File: config.mk
export PLATFORM = sky130hd
export DESIGN_NAME = spr_core_mc
export DESIGN_NICKNAME = d
export VERILOG_FILES = /design/src/rtl/spr_pkg.sv /design/src/rtl/spr_lane.sv /design/src/rtl/spr_core_mc.sv
export SDC_FILE = /design/constraint.sdc
export NUM_CORES = 2
export LEC_CHECK = 0
export ABC_AREA = 1
export CAP_MARGIN = 40
export CORE_MARGIN = 4
export CORE_UTILIZATION = 62
export CTS_BUF_LIST = sky130_fd_sc_hd__clkbuf_2
export DETAILED_ROUTE_END_ITERATION = 8
export DONT_BUFFER_PORTS = 1
export HOLD_SLACK_MARGIN = 0.08
export PLACE_DENSITY_LB_ADDON = 0.12
export SLEW_MARGIN = 10
export SYNTH_ARGS = -nofsm -noshare
export SYNTH_HDL_FRONTEND = slang
export SYNTH_SLANG_ARGS = --single-unit
File: constraint.sdc
create_clock -name clk -period 5.5 [get_ports clk]
set_input_delay 0.55 -clock clk [delete_from_list [all_inputs] [get_ports clk]]
set_output_delay 0.55 -clock clk [all_outputs]
set_load 0.02 [all_outputs]
File: src/rtl/spr_pkg.sv
// spr_pkg: shared definitions for the multi-channel SPR red core.
//   DEF_DW / DEF_OW / DEF_GW / DEF_FRAC : default sample, output and gain widths
//   gain_idx()                          : is_edge one-hot -> 2-bit gain index
package spr_pkg;

  localparam int DEF_DW   = 12;
  localparam int DEF_OW   = 11;
  localparam int DEF_GW   = 14;
  localparam int DEF_FRAC = 8;

  // Edge flag [3] selects gain 0 ... flag [0] selects gain 3. Anything that
  // is not exactly one-hot falls back to gain 0.
  function automatic logic [1:0] gain_idx(input logic [3:0] is_edge);
    case (is_edge)
      4'b1000: gain_idx = 2'd0;
      4'b0100: gain_idx = 2'd1;
      4'b0010: gain_idx = 2'd2;
      4'b0001: gain_idx = 2'd3;
      default: gain_idx = 2'd0;
    endcase
  endfunction

endpackage

File: src/rtl/spr_lane.sv
// spr_lane: two-stage datapath for one colour lane.
//   Stage 1 registers sum = prev + curr (DW+1 bits) and the selected gain.
//   Stage 2 produces either the quarter-average or sum*gain >> FRAC,
//   saturated to OW bits, plus a flag marking a saturated special output.
// Ports:
//   clk, rst_n      clock, asynchronous active-low reset
//   clr             synchronous pipeline clear (wins over en)
//   en              pipeline advance
//   prev, curr      input samples
//   gain, gain_sel  this lane's four gains and the stage-1 selection
//   special         stage-1 special flag (registered by the parent)
//   out, sat        stage-2 result and saturation flag
// Build option: SPR_ROUND_EN enables round-half-up on both paths.
module spr_lane
  import spr_pkg::*;
#(
  parameter int DW   = DEF_DW,
  parameter int OW   = DEF_OW,
  parameter int GW   = DEF_GW,
  parameter int FRAC = DEF_FRAC
) (
  input  logic            clk,
  input  logic            rst_n,
  input  logic            clr,
  input  logic            en,
  input  logic [DW-1:0]   prev,
  input  logic [DW-1:0]   curr,
  input  logic [4*GW-1:0] gain,
  input  logic [1:0]      gain_sel,
  input  logic            special,
  output logic [OW-1:0]   out,
  output logic            sat
);

  localparam int SW = DW + 1;   // lossless sum width
  localparam int PW = SW + GW;  // full product width
  localparam int QW = PW + 1;   // product plus headroom for the rounding add

  logic [SW-1:0] sum_q;
  logic [GW-1:0] gain_q;
  logic [PW-1:0] prod;
  logic [QW-1:0] q;
  logic          ovf;
  logic [OW-1:0] sp_out;
  logic [OW-1:0] avg_out;
`ifdef SPR_ROUND_EN
  localparam int AW = SW + 1;
  localparam logic [QW-1:0] HALF = QW'(1) << (FRAC - 1);
  logic [AW-1:0] avg;
`endif

  // NOTE: state registers use non-blocking assignments so every flop samples
  // the pre-edge value of its neighbours, independent of process order.
  always_ff @(posedge clk or negedge rst_n) begin
    if (!rst_n) begin
      sum_q  <= '0;
      gain_q <= '0;
    end else if (clr) begin
      sum_q  <= '0;
      gain_q <= '0;
    end else if (en) begin
      sum_q  <= SW'(prev) + SW'(curr);
      gain_q <= gain[int'(gain_sel)*GW +: GW];
    end
  end

  // NOTE: every variable in this block is assigned on every path, so no
  // latch can be inferred.
  always_comb begin
    prod = PW'(sum_q) * PW'(gain_q);
`ifdef SPR_ROUND_EN
    q       = ({1'b0, prod} + HALF) >> FRAC;
    avg     = ({1'b0, sum_q} + AW'(2)) >> 2;
    avg_out = ((avg >> OW) != '0) ? '1 : avg[OW-1:0];
`else
    q       = {1'b0, prod} >> FRAC;
    avg_out = OW'(sum_q >> 2);
`endif
    // Any set bit at or above OW overflows, not just bit OW itself.
    ovf    = (q >> OW) != '0;
    sp_out = ovf ? '1 : q[OW-1:0];
  end

  always_ff @(posedge clk or negedge rst_n) begin
    if (!rst_n) begin
      out <= '0;
      sat <= 1'b0;
    end else if (clr) begin
      out <= '0;
      sat <= 1'b0;
    end else if (en) begin
      out <= special ? sp_out : avg_out;
      sat <= special & ovf;
    end
  end

endmodule

File: src/rtl/spr_core_mc.sv
// spr_core_mc: multi-channel SPR red core, NCH lanes in parallel.
//   Derives the special flag and gain index, runs the valid pipeline,
//   instantiates one spr_lane per channel and counts saturated lane outputs
//   per frame.
// Ports:
//   clk, rst_n            clock, asynchronous active-low reset
//   i_hs, i_vs            line/frame sync, low clears the pipeline; i_vs 1->0
//                         closes the frame statistics
//   en                    pipeline advance (0 holds everything)
//   i_valid               input pixel valid
//   spr_seperate_case     1: special from is_edge, 0: from is_original
//   is_original, is_edge  special / edge direction flags
//   gain                  NCH x 4 gains, lane c index k at [(c*4+k)*GW +: GW]
//   prev, curr            NCH input samples, lane c at [c*DW +: DW]
//   o_valid, core_out     2-cycle-latency result, lane c at [c*OW +: OW]
//   o_sat_frame           saturated lane outputs in the last completed frame
// Build option: SPR_ROUND_EN (handled inside spr_lane).
module spr_core_mc
  import spr_pkg::*;
#(
  parameter int NCH  = 3,
  parameter int DW   = DEF_DW,
  parameter int OW   = DEF_OW,
  parameter int GW   = DEF_GW,
  parameter int FRAC = DEF_FRAC,
  parameter int CW   = 16
) (
  input  logic                clk,
  input  logic                rst_n,
  input  logic                i_hs,
  input  logic                i_vs,
  input  logic                en,
  input  logic                i_valid,
  input  logic                spr_seperate_case,
  input  logic                is_original,
  input  logic [3:0]          is_edge,
  input  logic [NCH*4*GW-1:0] gain,
  input  logic [NCH*DW-1:0]   prev,
  input  logic [NCH*DW-1:0]   curr,
  output logic                o_valid,
  output logic [NCH*OW-1:0]   core_out,
  output logic [CW-1:0]       o_sat_frame
);

  localparam int PCW = $clog2(NCH + 1);

  logic           clr;
  logic           special;
  logic [1:0]     gain_sel;
  logic           v1;
  logic           sp1;
  logic [NCH-1:0] sat;
  logic [PCW-1:0] pop;
  logic [CW:0]    total;
  logic [CW-1:0]  cnt;
  logic [CW-1:0]  cnt_next;
  logic           vs_q;
  logic           frame_close;

  assign clr         = !i_hs || !i_vs;
  assign special     = spr_seperate_case ? |is_edge : is_original;
  assign gain_sel    = spr_seperate_case ? gain_idx(is_edge) : 2'd0;
  assign frame_close = vs_q && !i_vs;

  // Valid and special flag travel alongside the lane data; clear beats en.
  always_ff @(posedge clk or negedge rst_n) begin
    if (!rst_n) begin
      v1      <= 1'b0;
      sp1     <= 1'b0;
      o_valid <= 1'b0;
    end else if (clr) begin
      v1      <= 1'b0;
      sp1     <= 1'b0;
      o_valid <= 1'b0;
    end else if (en) begin
      v1      <= i_valid;
      sp1     <= special;
      o_valid <= v1;
    end
  end

  for (genvar c = 0; c < NCH; c++) begin : g_lane
    spr_lane #(
      .DW  (DW),
      .OW  (OW),
      .GW  (GW),
      .FRAC(FRAC)
    ) u_lane (
      .clk     (clk),
      .rst_n   (rst_n),
      .clr     (clr),
      .en      (en),
      .prev    (prev[c*DW +: DW]),
      .curr    (curr[c*DW +: DW]),
      .gain    (gain[c*4*GW +: 4*GW]),
      .gain_sel(gain_sel),
      .special (sp1),
      .out     (core_out[c*OW +: OW]),
      .sat     (sat[c])
    );
  end

  // Each registered stage-2 output is counted once, on the enabled edge that
  // retires it. The counter is deliberately untouched by the sync clear.
  always_comb begin
    pop = '0;
    for (int c = 0; c < NCH; c++) pop = pop + PCW'(sat[c]);
    total    = {1'b0, cnt} + ((en && o_valid) ? (CW+1)'(pop) : '0);
    cnt_next = total[CW] ? '1 : total[CW-1:0];
  end

  // The closing edge's own increment belongs to the frame being closed.
  always_ff @(posedge clk or negedge rst_n) begin
    if (!rst_n) begin
      vs_q        <= 1'b0;
      cnt         <= '0;
      o_sat_frame <= '0;
    end else begin
      vs_q <= i_vs;
      if (frame_close) begin
        o_sat_frame <= cnt_next;
        cnt         <= '0;
      end else begin
        cnt <= cnt_next;
      end
    end
  end

endmodule

==> impl_metrics.yaml <==
outcome:
  status: "finished, final reports clean"
cts:
  cts_buffers: 17
  cts.reportedPaths.clkPinSlew_ps: 370
  cts_tree: "built"
  htreeDepth: 4
  insertion_delay_ps: 1080
  cts_max_path_buffers: 2
  clock_sinks: 153
  root_buffer: "clkbuf_2"
setup_path:
  worstPathMaxFanout: 6
  arrival_ps: 6290
  worst_setup_path_end_kind: "register"
  worstPathRequired_ps: 6420
  criticalPathCategory: "reg -> reg"
  path_delay_family: "adder cells"
  slowest_delay_ps: 610
  cp-start-kind: "register"
  slowest_stage: "dfrtp_4"
  path_buf_inv: 8
power:
  p_sw_mw: 1.300
  pwr-share-comb: 0.344
  power_leakage_nw: 20.56
  clkPwrFrac: 0.253
  p_seq_frac: 0.403
  ir_worst_vdd_mv: 0.1303
  cellInternalPower_mw: 1.817
  p_per_area_mw_per_mm2: 89.11
  netSwitchingFraction: 0.4171
synth:
  synth_compound_area_frac: 0.08473
  syn_inst: 4127
  synthFlopType: "dfrtp_1"
  synth.distinct_cells: 46
  ys_seq_elements: 153
  syn_area_per_cell_um2: 7.059
  yosys-mux-area-fraction: 0.0003436
  synth_top_area_cell: "fa_1"
  yosys_warnings: 0
  ys_top_cells_by_area: "fa_1 27%, nand2_1 16%, inv_1 14%"
  synth_simple_gate_area_frac: 0.2263
  synth_top_family_by_area: "adder cells"
  synth.cell_area_mm2: 0.02913
  yosysSeqAreaShare: 0.1314
  synthAdderAreaFrac: 0.3774
  synth_fp_nets: 5019
  synth_edf_count: 0
  synthTopCellsByCount: "1208 x nand2_1, 1123 x inv_1, 398 x fa_1, 242 x ha_1, 192 x a21oi_1"
  synthXorXnorAreaFrac: 0.01202
  netlist.area_leader.share: 0.2735
  yosysMostFrequentCell: "nand2_1"
  synth_async_sr_flop_share: 1.000
route:
  first_pass_iters: 8
  wl_um: 91500
  wire_per_inst_um: 18.01
  ant_nets: 0
  first_iter_violations: 2326
  vias: 27849
  via_per_inst: 5.482
  remaining_drc_errors: 0
worst_hold_path:
  worstHoldPathType: "in -> async"
floorplanning:
  die_y_um: 224.8
  dieArea_mm2: 0.05052
  fp-row-count: 79
  start_util: 0.6271
  die_x_um: 224.8
  core_mm2: 0.04646
  ios: 302
timing:
  worst_pin_slew_ps: 889.9
  skew_ps: 89.21
  holdWs_ps: 81.66
  fin_crit_ps: 5369
  hold_violations: 0
  finalSetupViolCount: 0
  slew_violations: 0
  slew-limit-headroom: 0.4067
  period_share: 0.9761
  max_freq_mhz: 186.3
layout:
  syn_to_final_growth_pct: 20.08
  layout-drive-gt1-share: 0.1204
  fin_area_mm2: 0.03498
  fin_util: 0.7531
  nNetsFinal: 5349
global_route:
  grt_antenna_before_repair: 4
  grtUsageTotal: 0.3525
  grt_max_degree: 154
  grt_pass1_vias: 27851
  grt_pass1_wl_um: 142600
  gr-total-overflow: 0
placed_design:
  dpl_cell_area_mm2: 0.03059
  place_congestion: 0.9492
  dp_hpwl_um: 66010
  io_buffers: 0
job:
  max_cap_violations: 0
[cell type report]
type	count	area, um^2
clock buffers	17	85.08
fillers	3567	11470
inverters	1138	4274
flip-flops and latches	153	3910
diodes	3	7.507
well taps	607	759.5
repair buffers	461	4513
clock inverters	15	209.0
multi-input cells	2686	21230
[flip-flops by register name (all words and copies together) (netlist names)]
name	flops
g_lane.u_lane.sum_q	39
g_lane.u_lane.gain_q	42
sp1	1
vs_q	1
o_valid	1
g_lane.u_lane.out	33
cnt	16
g_lane.u_lane.sat	3
o_sat_frame	16
v1	1
[timing repair]
action,in CTS,in global routing
gates cloned,0,4
gates resized for setup,16,248
pin swaps,0,41
endpoints found under the hold margin,257,0
hold buffers,243,0
endpoints found under the setup margin,17,36
setup buffers,0,78
[power groups by stage]
| stage | Sequential (mW) | Clock, mW | Combinational, mW |
|---|---|---|---|
| 3_3_place_gp | 1.28 | 0 | 0.727 |
| 5_1_grt | 1.26 | 0.829 | 1.16 |
| 2_1_floorplan | 1.22 | 0 | 0.514 |
| 6_report | 1.26 | 0.789 | 1.07 |
| 3_5_place_dp | 1.28 | 0 | 0.738 |
| 4_1_cts | 1.26 | 0.786 | 0.917 |
[through the flow]
stage / setup TNS [ps] / worst slack, ps / power (mW) / std cells
floorplan: 0 / 476.4 / 1.729 / 4127
global placement: -481.8 / -68.36 / 2.008 / 4717
detailed placement: -598.5 / -70.42 / 2.019 / 4720
CTS: 0 / 1.587 / 2.967 / 4995
global route: -1109 / -99.37 / 3.248 / 5079
finish: 0 / 131.2 / 3.118 / 5080
[metal layers]
layer  global-route usage  vias to the layer above  routed length, um
met5                    0                        -                 29
met4               0.1296                        4               4311
met3              0.06291                      300               7852
met2               0.5883                     1390              43160
met1               0.4647                    13287              36150
li1                     -                    12868                  -
[cell families (layout without fill, tap and decap cells)]
kind of cell,Yosys count,in the layout
simple gates,1596,1596
other cells,0,3
compound gates,409,409
flops,153,153
buf+inv,1288,1631
fa+ha+maj,640,640
mux,1,1
xor+xnor,40,40
[placed cells by master (no fill, tap or decap), types with 71 or more instances in the layout]
master,instances
nand2_1,1168
inv_1,1118
fa_1,395
dlygate4sd3_1,242
ha_1,206
a21oi_1,178
buf_4,174
nor2_1,149
dfrtp_1,98
o21ai_0,76
nand3_1,71
[path summary, 6_finish.rpt]
| check | from | end | slack, ps | depth (start not counted) |
|---|---|---|---|---|
| max | g_lane[0].u_lane.gain_q[8] | g_lane[0].u_lane.out[0] | 130 | 27 |
| min | rst_n | vs_q | 80 | 2 |
| max reg2reg | g_lane[0].u_lane.gain_q[8] | g_lane[0].u_lane.out[0] | 130 | 27 |
| min reg2reg | v1 | o_valid | 560 | 2 |
| max in group asynchronous | rst_n | g_lane[0].u_lane.gain_q[5] | 4620 | 2 |
| min in group clk | curr[25] | g_lane[2].u_lane.sum_q[3] | 120 | 6 |
No activity file was read; power rests on OpenSTA's default activity.
